$ cat src/rtl/drowsy_pkg.sv
// Shared types and constants for the drowsiness decision stage:
// class codes, controller states and per-class drowsy weights.
package drowsy_pkg;

  typedef enum logic [1:0] {
    CLS_AWAKE   = 2'd0,
    CLS_YAWN    = 2'd1,
    CLS_CLOSED  = 2'd2,
    CLS_UNKNOWN = 2'd3
  } cls_e;

  typedef enum logic [1:0] {
    ST_IDLE = 2'd0,
    ST_CMP1 = 2'd1,
    ST_CMP2 = 2'd2,
    ST_UPD  = 2'd3
  } state_e;

  localparam int W_YAWN   = 1;
  localparam int W_CLOSED = 2;

  function automatic int sat_inc(input int cur, input int inc, input int lim);
    return (cur + inc > lim) ? lim : cur + inc;
  endfunction

endpackage

$ cat src/rtl/decision_argmax.sv
// Serial argmax over latched class scores: start captures the vector and
// seeds the best entry with index 0; each step compares one more index.
module decision_argmax
  import drowsy_pkg::*;
#(
  parameter int DW   = 10,
  parameter int NCLS = 3
) (
  input  logic          Clock,
  input  logic          Rst,
  input  logic          start_i,
  input  logic          step_i,
  input  logic [1:0]    step_idx_i,
  input  logic [DW-1:0] score_i [NCLS],
  output logic [1:0]    best_idx_o,
  output logic [DW-1:0] best_val_o
);

  logic [DW-1:0] s_q [NCLS];
  logic [1:0]    best_idx_q;
  logic [DW-1:0] best_val_q;
  logic [DW-1:0] cand;

  for (genvar gi = 0; gi < NCLS; gi++) begin : g_lat
    always_ff @(posedge Clock) begin
      if (Rst)          s_q[gi] <= '0;
      else if (start_i) s_q[gi] <= score_i[gi];
    end
  end

  assign cand = s_q[step_idx_i];

  // Strict greater-than keeps the lower index on ties.
  always_ff @(posedge Clock) begin
    if (Rst) begin
      best_idx_q <= '0;
      best_val_q <= '0;
    end else if (start_i) begin
      best_idx_q <= 2'd0;
      best_val_q <= score_i[0];
    end else if (step_i && (cand > best_val_q)) begin
      best_idx_q <= step_idx_i;
      best_val_q <= cand;
    end
  end

  assign best_idx_o = best_idx_q;
  assign best_val_o = best_val_q;

endmodule

$ cat src/rtl/drowsy_decision.sv
// Frame controller: serial argmax of three class scores, then a weighted
// drowsy counter and awake-streak counter that drive a debounced alarm.
module drowsy_decision
  import drowsy_pkg::*;
#(
  parameter int DW           = 10,
  parameter int NCLS         = 3,
  parameter int MIN_SCORE    = 64,
  parameter int ALARM_FRAMES = 4,
  parameter int CLEAR_FRAMES = 3,
  localparam int LW          = $clog2(ALARM_FRAMES + 1),
  localparam int AW          = $clog2(CLEAR_FRAMES + 1)
) (
  input  logic          Clock,
  input  logic          Rst,
  input  logic          in_valid,
  output logic          in_ready,
  input  logic [DW-1:0] score [NCLS],
  output logic          out_valid,
  output logic [1:0]    class_out,
  output logic [LW-1:0] drowsy_level,
  output logic          alarm
);

  state_e        state_q;
  logic          in_ready_q, out_valid_q, alarm_q;
  logic [1:0]    class_q;
  logic [LW-1:0] level_q;
  logic [AW-1:0] awake_q;

  logic          start, step;
  logic [1:0]    step_idx, best_idx;
  logic [DW-1:0] best_val;

  cls_e          cls_d;
  logic [LW-1:0] level_d;
  logic [AW-1:0] awake_d;
  logic          alarm_d;

  assign start    = (state_q == ST_IDLE) && in_valid;
  assign step     = (state_q == ST_CMP1) || (state_q == ST_CMP2);
  assign step_idx = (state_q == ST_CMP1) ? 2'd1 : 2'd2;

  decision_argmax #(.DW(DW), .NCLS(NCLS)) u_argmax (
    .Clock      (Clock),
    .Rst        (Rst),
    .start_i    (start),
    .step_i     (step),
    .step_idx_i (step_idx),
    .score_i    (score),
    .best_idx_o (best_idx),
    .best_val_o (best_val)
  );

  always_comb begin
    cls_d   = (best_val < DW'(MIN_SCORE)) ? CLS_UNKNOWN : cls_e'(best_idx);
    level_d = level_q;
    awake_d = awake_q;
    alarm_d = alarm_q;
    case (cls_d)
      CLS_AWAKE: begin
        level_d = '0;
        awake_d = AW'(sat_inc(int'(awake_q), 1, CLEAR_FRAMES));
        if (awake_d == AW'(CLEAR_FRAMES)) alarm_d = 1'b0;
      end
      CLS_YAWN: begin
        level_d = LW'(sat_inc(int'(level_q), W_YAWN, ALARM_FRAMES));
        awake_d = '0;
      end
      CLS_CLOSED: begin
        level_d = LW'(sat_inc(int'(level_q), W_CLOSED, ALARM_FRAMES));
        awake_d = '0;
      end
      default: ;
    endcase
    if (level_d >= LW'(ALARM_FRAMES)) alarm_d = 1'b1;
  end

  always_ff @(posedge Clock) begin
    if (Rst) begin
      state_q     <= ST_IDLE;
      in_ready_q  <= 1'b1;
      out_valid_q <= 1'b0;
      class_q     <= '0;
      level_q     <= '0;
      awake_q     <= '0;
      alarm_q     <= 1'b0;
    end else begin
      out_valid_q <= 1'b0;
      case (state_q)
        ST_IDLE: begin
          if (in_valid) begin
            state_q    <= ST_CMP1;
            in_ready_q <= 1'b0;
          end
        end
        ST_CMP1: state_q <= ST_CMP2;
        ST_CMP2: state_q <= ST_UPD;
        ST_UPD: begin
          class_q     <= cls_d;
          level_q     <= level_d;
          awake_q     <= awake_d;
          alarm_q     <= alarm_d;
          out_valid_q <= 1'b1;
          in_ready_q  <= 1'b1;
          state_q     <= ST_IDLE;
        end
        default: state_q <= ST_IDLE;
      endcase
    end
  end

  assign in_ready     = in_ready_q;
  assign out_valid    = out_valid_q;
  assign class_out    = class_q;
  assign drowsy_level = level_q;
  assign alarm        = alarm_q;

endmodule

$ cat config.mk
export PLATFORM = sky130hd
export DESIGN_NAME = drowsy_decision
export DESIGN_NICKNAME = d
export VERILOG_FILES = /design/src/rtl/drowsy_pkg.sv /design/src/rtl/decision_argmax.sv /design/src/rtl/drowsy_decision.sv
export SDC_FILE = /design/constraint.sdc
export NUM_CORES = 1
export LEC_CHECK = 0
export ABC_CLOCK_PERIOD_IN_PS = 8200
export CAP_MARGIN = 20
export CORE_ASPECT_RATIO = 0.75
export CORE_UTILIZATION = 58
export CTS_CLUSTER_DIAMETER = 80
export DETAILED_ROUTE_END_ITERATION = 8
export PLACE_DENSITY = 0.95
export SYNTH_ARGS = -nofsm -noshare
export SYNTH_HDL_FRONTEND = slang
export SYNTH_SLANG_ARGS = --single-unit
$ cat constraint.sdc
create_clock -name Clock -period 8.2 [get_ports Clock]
set_clock_uncertainty 0.1 [all_clocks]
set_input_delay 0.82 -clock Clock [delete_from_list [all_inputs] [get_ports Clock]]
set_output_delay 0.82 -clock Clock [all_outputs]
set_load 0.005 [all_outputs]
==> Yosys cells after proc, flatten, opt, wreduce, memory -nomap -nowiden <==
Memory sizes are Yosys's and may differ from the RTL's.
Cells that the tools add are included.
{ "word_totals": {"regBits": 24, "latchBits": 0, "mem_bits_rw": 30, "romBits": 0, "inputBits": 33, "output_inout_bits": 8, "elab_cells": 69, "mem_count": 1} }
{ "memory_table": {"columns": ["name", "words", "word_bits", "read_ports", "rd_ports_with_merged_regs", "wr", "line_no", "text"], "rows": [
  ["u_argmax.s_q", 3, 10, 1, 0, 3, "decision_argmax.sv:19", "logic [DW-1:0] s_q [NCLS];"]
]} }
{ "op_classes": {"add_sub_neg": 3, "mul": 0, "n_div": 0, "magnitude_cmp": 6, "n_eq_ne": 7, "shift": 0, "mux": 25, "bitwise": 3, "reduce_logical": 15} }
{ "ops": {"columns": ["op", "n"], "rows": [
  ["$mux 10", 5],
  ["$gt 10x10->1", 1],
  ["$lt 10x7->1 const B", 1],
  ["$mux 1", 10],
  ["$reduce_bool 2->1", 5],
  ["$pmux 3 s3", 1],
  ["$eq 2x2->1 const B", 4],
  ["$gt 4x3->1 const B", 2],
  ["$mux 2", 4],
  ["$pmux 2 s4", 1],
  ["$mux 3", 2],
  ["$add 3x1->4 const B", 1],
  ["$add 3x2->4 const B", 1],
  ["$eq 2x1->1 const B", 2],
  ["$logic_not 2->1", 2],
  ["$pmux 2 s2", 1],
  ["$reduce_and 2->1", 2],
  ["$reduce_or 2->1", 2],
  ["$add 2x1->3 const B", 1],
  ["$ge 3x3->1 const B", 1],
  ["$gt 3x2->1 const B", 1],
  ["$or 1x1->1", 3],
  ["$reduce_and 3->1", 1],
  ["$logic_and 1x1->1", 2],
  ["other kinds (3)", 3]
]} }

==> Depth between registers and ports, before layout <==
Gate-level depths: netlist of run 1.
{ "logic_depth": {"ltp_word": 7, "mapped_depth": 12, "depth_no_buf": 11} }

==> Modules after synthesis <==
From an unflattened synthesis of run 1, not the netlist that was laid out.
{ "hier_totals": {"cells_unflattened": 272, "hier_area_um2": 2831.5} }
{ "by_module_without_submodules": {"columns": ["mod", "n_inst", "cells_per_inst", "area_per_inst_um2", "seq_area_each_um2"], "rows": [
  ["decision_argmax", 1, 188, 2108.3, 1141.1],
  ["drowsy_decision", 1, 84, 723.2, 240.2]
]} }

==> Worst setup path after synthesis of run 1 <==
Ideal clock, no wire load.
{ "synth_timing": {"kind": "register to register", "start": "reg state_q[1]", "end": "reg u_argmax.best_idx_q[1], in the netlist u_argmax.best_idx_o[1]", "setup_time_ns": 0.088, "arrival_time_ns": 2.462, "t_required_ns": 8.012, "slack_ns": 5.550, "path_stages_with_launch": 13, "n_path_buf": 2, "period_less_slack_ns": 2.650, "path_cell_list": "dfxtp_1 -> inv_1 -> ha_1 -> buf_2 -> mux2i_1 -> a21oi_1 -> ha_1 -> a211oi_2 -> nor2_1 -> a2111oi_2 -> nor2_1 -> buf_6 -> a211oi_2"} }
{ "synth_via": {"elab_chain_len": 5, "elab_cells_between_ends": 10, "classes_between": "order compare (1); eq/ne (2); mux (1); reduce/logical (5); memory (1)"} }
{ "synth_rtl": {"columns": ["item", "line_no", "text"], "rows": [
  ["from (decl)", "drowsy_decision.sv:25", "state_e state_q;"],
  ["from (signal assigned)", "drowsy_decision.sv:81", "state_q <= ST_IDLE;"],
  ["from (signal assigned)", "drowsy_decision.sv:93", "state_q <= ST_CMP1;"],
  ["from (signal assigned)", "drowsy_decision.sv:97", "ST_CMP1: state_q <= ST_CMP2;"],
  ["$eq 2x1->1", "drowsy_decision.sv:42", "assign step_idx = (state_q == ST_CMP1) ? 2'd1 : 2'd2;"],
  ["$mux 2", "drowsy_decision.sv:42", null],
  ["via step_idx[0]", "drowsy_decision.sv:32", "logic [1:0] step_idx, best_idx;"],
  ["$mem_v2 3x10", null, null],
  ["$gt 10x10->1", "decision_argmax.sv:41", "end else if (step_i && (cand > best_val_q)) begin"],
  ["$logic_and 1x1->1", "decision_argmax.sv:41", null],
  ["to (signal assigned)", "decision_argmax.sv:42", "best_idx_q <= step_idx_i;"],
  ["to (decl)", "decision_argmax.sv:20", "logic [1:0] best_idx_q;"]
]} }
The timed path passes the listed nets, and every way through them passes these cells.
A chain may end at the register's enable or synchronous reset.

==> Final worst setup path of run 1 <==
{ "layout_timing": {"start": "reg state_q[1]", "end": "reg u_argmax.best_val_q[4], in the netlist u_argmax.best_val_o[4]"} }
{ "layout_via": {"elab_chain_len": 6, "elab_cells_between_ends": 12, "classes_between": "order compare (1); eq/ne (2); mux (3); reduce/logical (5); memory (1)"} }
{ "layout_rtl": {"columns": ["item", "line_no", "text"], "rows": [
  ["$eq 2x1->1 *", "drowsy_decision.sv:42", null],
  ["$mux 2 *", "drowsy_decision.sv:42", null],
  ["via step_idx[0]", "drowsy_decision.sv:32", null],
  ["$mem_v2 3x10 *", null, null],
  ["$gt 10x10->1", "decision_argmax.sv:41", null],
  ["$logic_and 1x1->1", "decision_argmax.sv:41", null],
  ["$reduce_bool 2->1 (no source line)", null, null],
  ["to (signal assigned)", "decision_argmax.sv:40", "best_val_q <= score_i[0];"],
  ["to (signal assigned)", "decision_argmax.sv:43", "best_val_q <= cand;"],
  ["to (decl)", "decision_argmax.sv:21", "logic [DW-1:0] best_val_q;"]
]} }
The timed path passes the listed nets; every way through them passes the cells marked *. The select of a mux whose other input is x is not followed.

==> results of run 1 <==
==> layer usage <==
metal	part of all wire	global-route usage	up-vias	wire length (um)
met5	0	0	-	0
met4	0.017	0.09649	0	93
met3	0.072	0.06912	13	403
met2	0.47	0.3977	81	2645
met1	0.44	0.3208	955	2489
li1	-	-	1061	-
==> where the power goes <==
group | leakage, nW | switching, mW | internal, mW
clock | 0.0504 | 0.0890 | 0.0909
sequential | 0.519 | 0.0436 | 0.374
combinational | 0.776 | 0.411 | 0.249
==> placed cells by master (no fill, tap or decap), types with 5 or more instances in the layout <==
master / Yosys / layout
nand4_1: 11 / 11
inv_1: 28 / 28
a21oi_1: 20 / 20
edfxtp_1: 30 / 30
nand2_1: 29 / 29
ha_1: 23 / 23
clkdlybuf4s50_1: 0 / 40
nor2_1: 23 / 23
mux2i_1: 11 / 11
o211ai_1: 10 / 10
and2_1: 22 / 22
clkbuf_8: 0 / 5
o21ai_0: 6 / 6
nand2b_1: 6 / 6
a211oi_1: 5 / 5
dfxtp_1: 24 / 24
==> state kept, by name, indices dropped and copies added (netlist names) <==
signal,flops
u_argmax.s_q,30
u_argmax.best_val_o,10
drowsy_level,3
awake_q,2
class_out,2
state_q,2
u_argmax.best_idx_o,2
alarm,1
in_ready,1
out_valid,1
==> worst reg2reg max path, delay by kind of cell (launching register included) <==
family,cells,cell delay [ns]
adder cells (fa/ha/maj),2,1.01
AO/OA/AOI/OAI,4,0.85
flip-flops,1,0.35
buffers and inverters,1,0.11
multiplexers,1,0.30
AND/OR/NAND/NOR,2,0.86
==> cell families after synthesis <==
kind of cell             Yosys count  synth area share
AO/OA/AOI/OAI                     53            0.1278
multiplexers                      11           0.03932
XOR/XNOR                           1          0.003128
flip-flops                        54            0.4933
adder cells (fa/ha/maj)           23            0.1028
buffers and inverters             41           0.05987
AND/OR/NAND/NOR                   99            0.1738
==> cell type report <==
type,count,area (um2)
Sequential cell,54,1381
Inverter,28,105.1
Tap cell,57,71.32
Clock inverter,3,45.04
Fill cell,318,1180
Multi-Input combinational cell,187,1251
Timing Repair Buffer,43,442.9
Clock buffer,5,68.82
==> synth_stat cells <==
| cell | n | area, um2 |
|---|---|---|
| a2111o_1 | 1 | 11.26 |
| o31a_1 | 1 | 8.760 |
| nand4_1 | 11 | 68.82 |
| edfxtp_1 | 30 | 900.9 |
| nor3_1 | 1 | 5.000 |
| o32a_1 | 1 | 10.01 |
| a31oi_1 | 1 | 6.260 |
| buf_4 | 1 | 7.510 |
| buf_2 | 2 | 10.01 |
| ha_1 | 23 | 287.8 |
| a21oi_1 | 20 | 100.1 |
| xor2_1 | 1 | 8.760 |
| o21ai_1 | 1 | 5.000 |
| o21ai_0 | 6 | 30.03 |
| buf_1 | 1 | 3.750 |
| nor4_1 | 1 | 6.260 |
| and4_1 | 1 | 8.760 |
| dfxtp_1 | 24 | 480.5 |
| mux2i_1 | 11 | 110.1 |
| a211o_2 | 1 | 10.01 |
| a311oi_1 | 1 | 8.760 |
| nor2_1 | 23 | 86.33 |
| nand2_1 | 29 | 108.9 |
| inv_1 | 28 | 105.1 |
| o31ai_1 | 1 | 7.510 |
| nand3_1 | 3 | 15.01 |
| a211oi_2 | 2 | 25.02 |
| buf_6 | 1 | 11.26 |
| clkbuf_1 | 8 | 30.03 |
| nor2b_1 | 2 | 12.51 |
| o21bai_1 | 1 | 7.510 |
| a2111oi_2 | 1 | 15.01 |
| a211oi_1 | 5 | 37.54 |
| and2_1 | 22 | 137.6 |
| nand2b_1 | 6 | 37.54 |
| o211ai_1 | 10 | 75.07 |
==> final timing paths <==
check             start                      to  slack, ns
max reg2reg  state_q[1]  u_argmax.best_val_o[4]       4.48
min reg2reg       alarm                   alarm       0.38
max          state_q[1]  u_argmax.best_val_o[4]       4.48
min               alarm                   alarm       0.38
==> through the flow <==
step	total power [mW]	worst slack [ns]	utilization	area [um2]	hold WS, ns
2_1_floorplan	0.9043	5.550	-	2800	0.3502
3_3_place_gp	1.007	4.778	0.7093	3224	0.3435
3_5_place_dp	1.057	4.587	0.7154	3252	0.3744
4_1_cts	1.246	4.539	0.7404	3366	0.3882
5_1_grt	1.355	4.309	0.7404	3366	0.4105
6_report	1.258	4.480	0.7404	3366	0.3785
==> run_results.csv, run 1 <==
group,metric,value,unit
detailed_routing,drt_iter0_markers,149,
floorplanning,row_count,21,
global_routing,grt_max_degree,31,
sta,hold_viol_final,0,
power_and_ir_drop,power.ir.vdd_worst,0.0001773,V
detailed_routing,ant_nets,0,
yosys,yosysUniqueCellTypes,36,
finish,drive_above_1_share,0.04688,
setup_path,crit_slowest_cell,"nor2_1",
sta,setup-tns-final,0,ns
setup_path,max_stage_delay,0.69,ns
yosys,ys_ff_latch,54,
detailed_routing,drcViolationCount,0,
run,maxCapViolCount,0,
sta,min_period,3.720,ns
setup_path,end_kind,"flop",
global_routing,antenna_found_initial,0,
detailed_routing,dr.pass1.iters,4,
cts,cts_sinks,54,
detailed_routing,wl,5.633,mm
global_routing,gr-total-overflow,0,
setup_path,worst-path-buf-inv,1,
detailed_routing,avgViaCountPerCell,5.597,
cts,postCtsHoldBufs,0,
sta,worst_pin_slew,0.8765,ns
finish,area_delta_synth_final,20.20,%
floorplanning,die_area,0.005113,mm2
placement,hpwlAfterDp,4.021,mm
yosys,synth_cells,282,
sta,setup_viol,0,
cts,clk-insertion-delay-late,0.31,ns
global_routing,grt_pass1_wl,9.604,mm
setup_path,arrival,3.77,ns
detailed_routing,routedWlPerCell,14.94,um
setup_path,cp_top_family,"adder cells",
global_routing,grt_pass1_vias,2119,
floorplanning,core,0.004546,mm2
cts,cts-root-buf,"clkbuf_8",
sta,fmax,268.8,MHz
yosys,syn_nets,338,
finish,antenna_cells,0,
power_and_ir_drop,pwr_density_cell,373.8,mW/mm2
cts,postCtsSetupBuffers,0,
finish,fin_nets,375,
setup_path,crit_fanout,11,
sta,finalCritPeriodShare,0.4537,
cts,tritoncts,"built",
power_and_ir_drop,p_leak,1.345,nW
setup_path,path_cells,"inv_1, ha_1, mux2i_1, a21oi_1, ha_1, nand4_1, a211oi_1, a2111oi_2, nor2_1, o211ai_1",
cts,clockBufferDepth,2,
placement,dp.cells,369,
setup_path,crit_required,8.25,ns
sta,relSlewSlack,0.4135,
cts,cts_resized,0,
setup_path,criticalPathCategory,"flop to flop",
cts,cts_buffers,5,
finish,final_cells,377,
placement,port_buffers,40,
setup_path,reg2reg_depth,10,
hold_path,hold_path.class,"flop to flop",
hold_path,hold_path_depth,2,
floorplanning,chipWidth,82.23,um
yosys,netlist_area,0.002800,mm2
floorplanning,die_h,62.18,um
sta,finalMaxSlewViolations,0,
placement,gp_congestion,0.9066,
sta,rsz0062_at_grt,"no",
setup_path,cp_common_cell,"ha_1",
global_routing,grt_usage,0.2503,
cts,h-tree-depth,2,
floorplanning,num_io_pins,41,
setup_path,cp_num_cells,10,
yosys,yosysWarningCount,0,
setup_path,start_kind,"flop",
floorplanning,start_util,0.6160,
detailed_routing,vias,2110,
cts,cts.clk_slew.worst_paths,0.10,ns
yosys,yosysSeqAreaShare,0.4933,
run_status,status,"finished clean",
yosys,syn_avg_cell_area,9.930,um2
(Power assumes the default switching activity.)
==> run 2, diff against run 1 <==
ABC_CLOCK_PERIOD_IN_PS = 3500   (was 8200)
CORE_UTILIZATION = 54   (was 58)
PLACE_DENSITY = 0.9   (was 0.95)
clock period = 3.5 ns   (was 8.2 ns; I/O delays follow)
==> run 2 against run 1 <==
  * Combinational power rose by 130%
  * Design area barely moved
  * Core utilization down 5.7 points
  * First-iteration DRC count is 24% higher
  * Sequential power is 130% higher
  * Sequential cell count did not move
  * Clock power increased by 130%
  * Count of clock-buffer cells in the layout rose by 2
  * Fmax grew 14%
  * Sequential share of layout area about the same
  * Critical endpoint is now u_argmax.best_val_o[0]
  * Highest routed layer unchanged
==> run_results.csv, run 2 (same netlist as run 1, synthesis figures left out) <==
group,metric,value,unit
global_routing,gr-total-overflow,0,
floorplanning,num_io_pins,41,
finish,top_register,"u_argmax.s_q",
hold_path,hold_path_depth,2,
floorplanning,die_area,0.005481,mm2
detailed_routing,ant_nets,0,
setup_path,r2r-start,"state_q[1]",
detailed_routing,vias,2100,
cts,postCtsSetupBuffers,0,
floorplanning,start_util,0.5683,
detailed_routing,drt_iter0_markers,185,
finish,most-common-layout-cells,"clkdlybuf4s50_1, edfxtp_1, nand2_1",
sta,setup-tns-final,0,ns
power_and_ir_drop,pwr_density_cell,864.2,mW/mm2
setup_path,start_kind,"flop",
cts,postCtsHoldBufs,0,
hold_path,hold_end,"alarm",
power_and_ir_drop,power.ir.vdd_worst,0.0004432,V
cts,cts_sinks,54,
finish,antenna_cells,0,
cts,clk-insertion-delay-late,0.31,ns
sta,relSlewSlack,0.6189,
cts,cts_resized,0,
placement,port_buffers,40,
finish,final_common_cell,"clkdlybuf4s50_1",
power_and_ir_drop,p_leak,1.348,nW
setup_path,r2r_end,"u_argmax.best_val_o[0]",
placement,hpwlAfterDp,3.856,mm
sta,worst_pin_slew,0.5710,ns
cts,cts.clk_slew.worst_paths,0.09,ns
cts,h-tree-depth,2,
detailed_routing,drcViolationCount,0,
finish,largest_reg_flops,30,
setup_path,crit_required,3.61,ns
detailed_routing,dr.pass1.iters,5,
setup_path,rrSetupSlack,0.24,ns
run_status,status,"finished clean",
finish,drive_above_1_share,0.04984,
setup_path,arrival,3.36,ns
finish,fin_nets,376,
cts,clockBufferDepth,2,
floorplanning,chipWidth,85.15,um
global_routing,antenna_found_initial,0,
sta,finalMaxSlewViolations,0,
detailed_routing,avgViaCountPerCell,5.512,
setup_path,criticalPathCategory,"flop to flop",
global_routing,grt_usage,0.2235,
finish,n_fill_cell,357,
sta,setup_viol,0,
global_routing,grt_pass1_wl,9.390,mm
finish,area_delta_synth_final,20.24,%
sta,hold_viol_final,0,
hold_path,min-delay-start,"alarm",
placement,gp_congestion,0.8788,
setup_path,crit_fanout,12,
sta,finalCritPeriodShare,0.9310,
cts,cts-root-buf,"clkbuf_8",
setup_path,end_kind,"flop",
setup_path,reg2reg_depth,11,
hold_path,hold_path.class,"flop to flop",
floorplanning,die_h,64.37,um
global_routing,grt_max_degree,31,
sta,fmax,306.9,MHz
detailed_routing,wl,5.406,mm
global_routing,grt_pass1_vias,1994,
floorplanning,row_count,22,
cts,cts_buffers,5,
run,maxCapViolCount,0,
cts,tritoncts,"built",
power_and_ir_drop,totalPowerFinal,2.910,mW
detailed_routing,routedWlPerCell,14.19,um
sta,min_period,3.258,ns
floorplanning,core,0.004927,mm2
sta,rsz0062_at_grt,"no",
-- run 2: cell types whose count changed in the layout (fill, tap and decap cells not counted), sizes merged --
cell,delta
clkinvlp,-2
buf,+1
clkbuf,+2
-- run 2: stage by stage --
step	hold slack [ns]	std cells	setup slack (ns)	util	area [um2]
finish	0.3778	381	0.2417	0.6833	3367
global route	0.4104	381	0.06434	0.6833	3367
CTS	0.3785	381	0.05022	0.6823	3362
detailed placement	0.3664	373	0.1096	0.6607	3256
global placement	0.3495	373	0.3398	0.6607	3256
floorplan	0.3216	282	0.8496	-	2800
-- run 2: metal layers --
layer | part of all wire | vias to the layer above | track usage
li1 | - | 1059 | -
met1 | 0.44 | 955 | 0.3041
met2 | 0.47 | 78 | 0.3448
met3 | 0.079 | 8 | 0.05556
met4 | 0.013 | 0 | 0.08686
met5 | 0 | - | 0
-- run 2: report_power, final --
| group | switching [mW] | internal (mW) |
|---|---|---|
| combinational | 0.949 | 0.581 |
| clock | 0.192 | 0.214 |
| sequential | 0.0972 | 0.876 |
-- run 2: layout make-up --
| type | instances | area (um2) | area share |
|---|---|---|---|
| Timing Repair Buffer | 44 | 442.9 | 0.1315 |
| Clock inverter | 1 | 30.03 | 0.008919 |
| Inverter | 28 | 105.1 | 0.03122 |
| Tap cell | 60 | 75.07 | 0.02230 |
| Sequential cell | 54 | 1381 | 0.4103 |
| Clock buffer | 7 | 76.32 | 0.02267 |
| Multi-Input combinational cell | 187 | 1256 | 0.3731 |
-- run 2: how the worst max path moves through the flow --
| stage | start | end | cells past startpoint |
|---|---|---|---|
| after CTS | state_q[1] | u_argmax.best_val_o[9] | 9 |
| after floorplan | state_q[1] | u_argmax.best_idx_o[1] | 12 |
| final | state_q[1] | u_argmax.best_val_o[0] | 11 |
| after detailed placement | state_q[1] | u_argmax.best_val_o[9] | 9 |
| after global placement | state_q[1] | u_argmax.best_val_o[7] | 9 |
| after global routing | state_q[1] | u_argmax.best_val_o[0] | 11 |
-- run 2: worst max-delay path: stages, from the launching register on --
cell      delay, ns
dfxtp_1        0.34
inv_1          0.11
ha_1           0.15
buf_4          0.24
mux2i_1        0.27
a21oi_1        0.13
ha_1           0.35
nand4_1        0.18
a211oi_1       0.39
a2111o_1       0.42
a21oi_1        0.14
a211o_2        0.32
==> run 3, diff against run 2 <==
CORE_UTILIZATION = 45   (was 54)
PLACE_DENSITY = 0.79   (was 0.9)
==> run 3 against run 2 <==
  * First-iteration DRC count shrank 46%
  * Sequential power about the same
  * Wire length is 0.70% lower
  * Total power fell by 1.5%
  * Clock power down 18%
  * Setup slack better by 0.29 ns
  * Global-route usage is 4.9 points lower
  * Critical endpoint unchanged
  * Highest routed layer unchanged
==> run_results.csv, run 3 (same netlist as run 1, synthesis figures left out) <==
group,metric,value,unit
hold_path,hold_path.class,"flop to flop",
finish,fin_nets,381,
sta,finalMaxSlewViolations,0,
setup_path,criticalPathCategory,"flop to flop",
run,maxCapViolCount,0,
power_and_ir_drop,p_sw,1.217,mW
cts,h-tree-depth,2,
detailed_routing,routedWlPerCell,13.29,um
power_and_ir_drop,p_leak,1.359,nW
setup_path,start_kind,"flop",
floorplanning,die_area,0.006545,mm2
power_and_ir_drop,p_clk_frac,0.116,
setup_path,crit_slowest_cell,"dfxtp_1",
setup_path,worst-path-buf-inv,1,
placement,hpwlAfterDp,3.895,mm
cts,clk-insertion-delay-late,0.31,ns
finish,final_common_cell,"clkdlybuf4s50_1",
detailed_routing,avgViaCountPerCell,5.203,
floorplanning,start_util,0.4734,
setup_path,crit_fanout,11,
detailed_routing,drt_iter0_markers,100,
power_and_ir_drop,swShare,0.4248,
global_routing,grt_pass1_vias,1971,
sta,fmax,337.2,MHz
finish,drive_above_1_share,0.05828,
detailed_routing,vias,2102,
global_routing,grt_pass1_wl,8.852,mm
sta,hold_viol_final,0,
setup_path,max_stage_delay,0.42,ns
finish,final_util,0.5721,
floorplanning,num_io_pins,41,
placement,pre_cts_slack,0.5658,ns
sta,setup-tns-final,0,ns
finish,largest_reg_flops,30,
floorplanning,die_h,70.32,um
finish,final_area,0.003385,mm2
cts,cts-root-buf,"clkbuf_8",
global_routing,grt_usage,0.1741,
setup_path,path_cells,"ha_1, buf_4, mux2i_1, a21oi_1, ha_1, nand4_1, a211oi_1, a2111o_1, a21oi_1, a211o_2",
finish,area_delta_synth_final,20.87,%
placement,gp_congestion,0.8410,
global_routing,gr-total-overflow,0,
cts,cts_buffers,5,
power_and_ir_drop,power_frac_seq,0.339,
global_routing,antenna_found_initial,0,
cts,cts_resized,0,
cts,cts.clk_slew.worst_paths,0.09,ns
sta,setup_viol,0,
finish,antenna_cells,0,
floorplanning,core,0.005916,mm2
detailed_routing,drcViolationCount,0,
sta,relSlewSlack,0.6828,
floorplanning,row_count,24,
cts,postCtsSetupBuffers,0,
setup_path,end_kind,"flop",
sta,worst_pin_slew,0.4757,ns
finish,top_register,"u_argmax.s_q",
cts,clockBufferDepth,2,
sta,min_period,2.966,ns
setup_path,arrival,3.07,ns
sta,worst_slack,0.5340,ns
global_routing,grt_max_degree,31,
sta,rsz0062_at_grt,"no",
cts,cts_sinks,54,
cts,tritoncts,"built",
setup_path,crit_required,3.60,ns
power_and_ir_drop,combPwrFrac,0.545,
detailed_routing,dr.pass1.iters,4,
placement,port_buffers,40,
run_status,status,"finished clean",
power_and_ir_drop,totalPowerFinal,2.865,mW
power_and_ir_drop,pwr_density_cell,846.6,mW/mm2
cts,postCtsHoldBufs,0,
sta,finalCritPeriodShare,0.8474,
setup_path,cp_top_family,"compound AO/OA/AOI/OAI gates",
floorplanning,chipWidth,93.09,um
finish,most-common-layout-cells,"clkdlybuf4s50_1, edfxtp_1, nand2_1",
detailed_routing,wl,5.368,mm
placement,placed_cell_area,0.003303,mm2
power_and_ir_drop,power.ir.vdd_worst,0.0003569,V
detailed_routing,ant_nets,0,
power_and_ir_drop,internal-power,1.648,mW
[run 3: power groups by stage]
stage          Clock [mW]  Combinational, mW  Sequential (mW)
2_1_floorplan           0               1.16            0.958
3_3_place_gp            0               1.49            0.979
3_5_place_dp            0               1.53            0.984
4_1_cts             0.335               1.55            0.972
5_1_grt             0.354               1.76            0.991
6_report            0.332               1.56            0.973
[run 3: worst reg2reg max path: stages, from the launching register on]
cell      delay [ns]
dfxtp_1         0.42
ha_1            0.18
buf_4           0.23
mux2i_1         0.21
a21oi_1         0.10
ha_1            0.34
nand4_1         0.17
a211oi_1        0.39
a2111o_1        0.30
a21oi_1         0.11
a211o_2         0.31
[run 3: worst paths after layout]
kind / start / to / slack (ns) / cells past startpoint
worst max-delay path: state_q[0] / u_argmax.best_val_o[0] / 0.53 / 10
worst min-delay path: alarm / alarm / 0.37 / 2
worst max register to register: state_q[0] / u_argmax.best_val_o[0] / 0.53 / 10
worst min register to register: alarm / alarm / 0.37 / 2
[run 3: metal layers]
layer / track usage / up-vias / part of all wire
li1: - / 1068 / -
met1: 0.2378 / 963 / 0.50
met2: 0.2680 / 59 / 0.43
met3: 0.04466 / 12 / 0.053
met4: 0.05983 / 0 / 0.018
met5: 0 / - / 0
[run 3: final cells by class]
type                    instances  area, um2
inverters                      28      105.1
repair buffers                 49      467.9
flip-flops and latches         54       1381
clock buffers                   6      72.57
well taps                      78      97.59
clock inverters                 2      8.758
fillers                       507       2531
multi-input cells             187       1251
[run 3: metrics by stage]
stage                     cells  hold slack [ns]
after floorplan             282           0.3216
after global placement      396           0.3518
after detailed placement    396           0.3545
after CTS                   404           0.3668
after global routing        404           0.3917
final                       404           0.3658
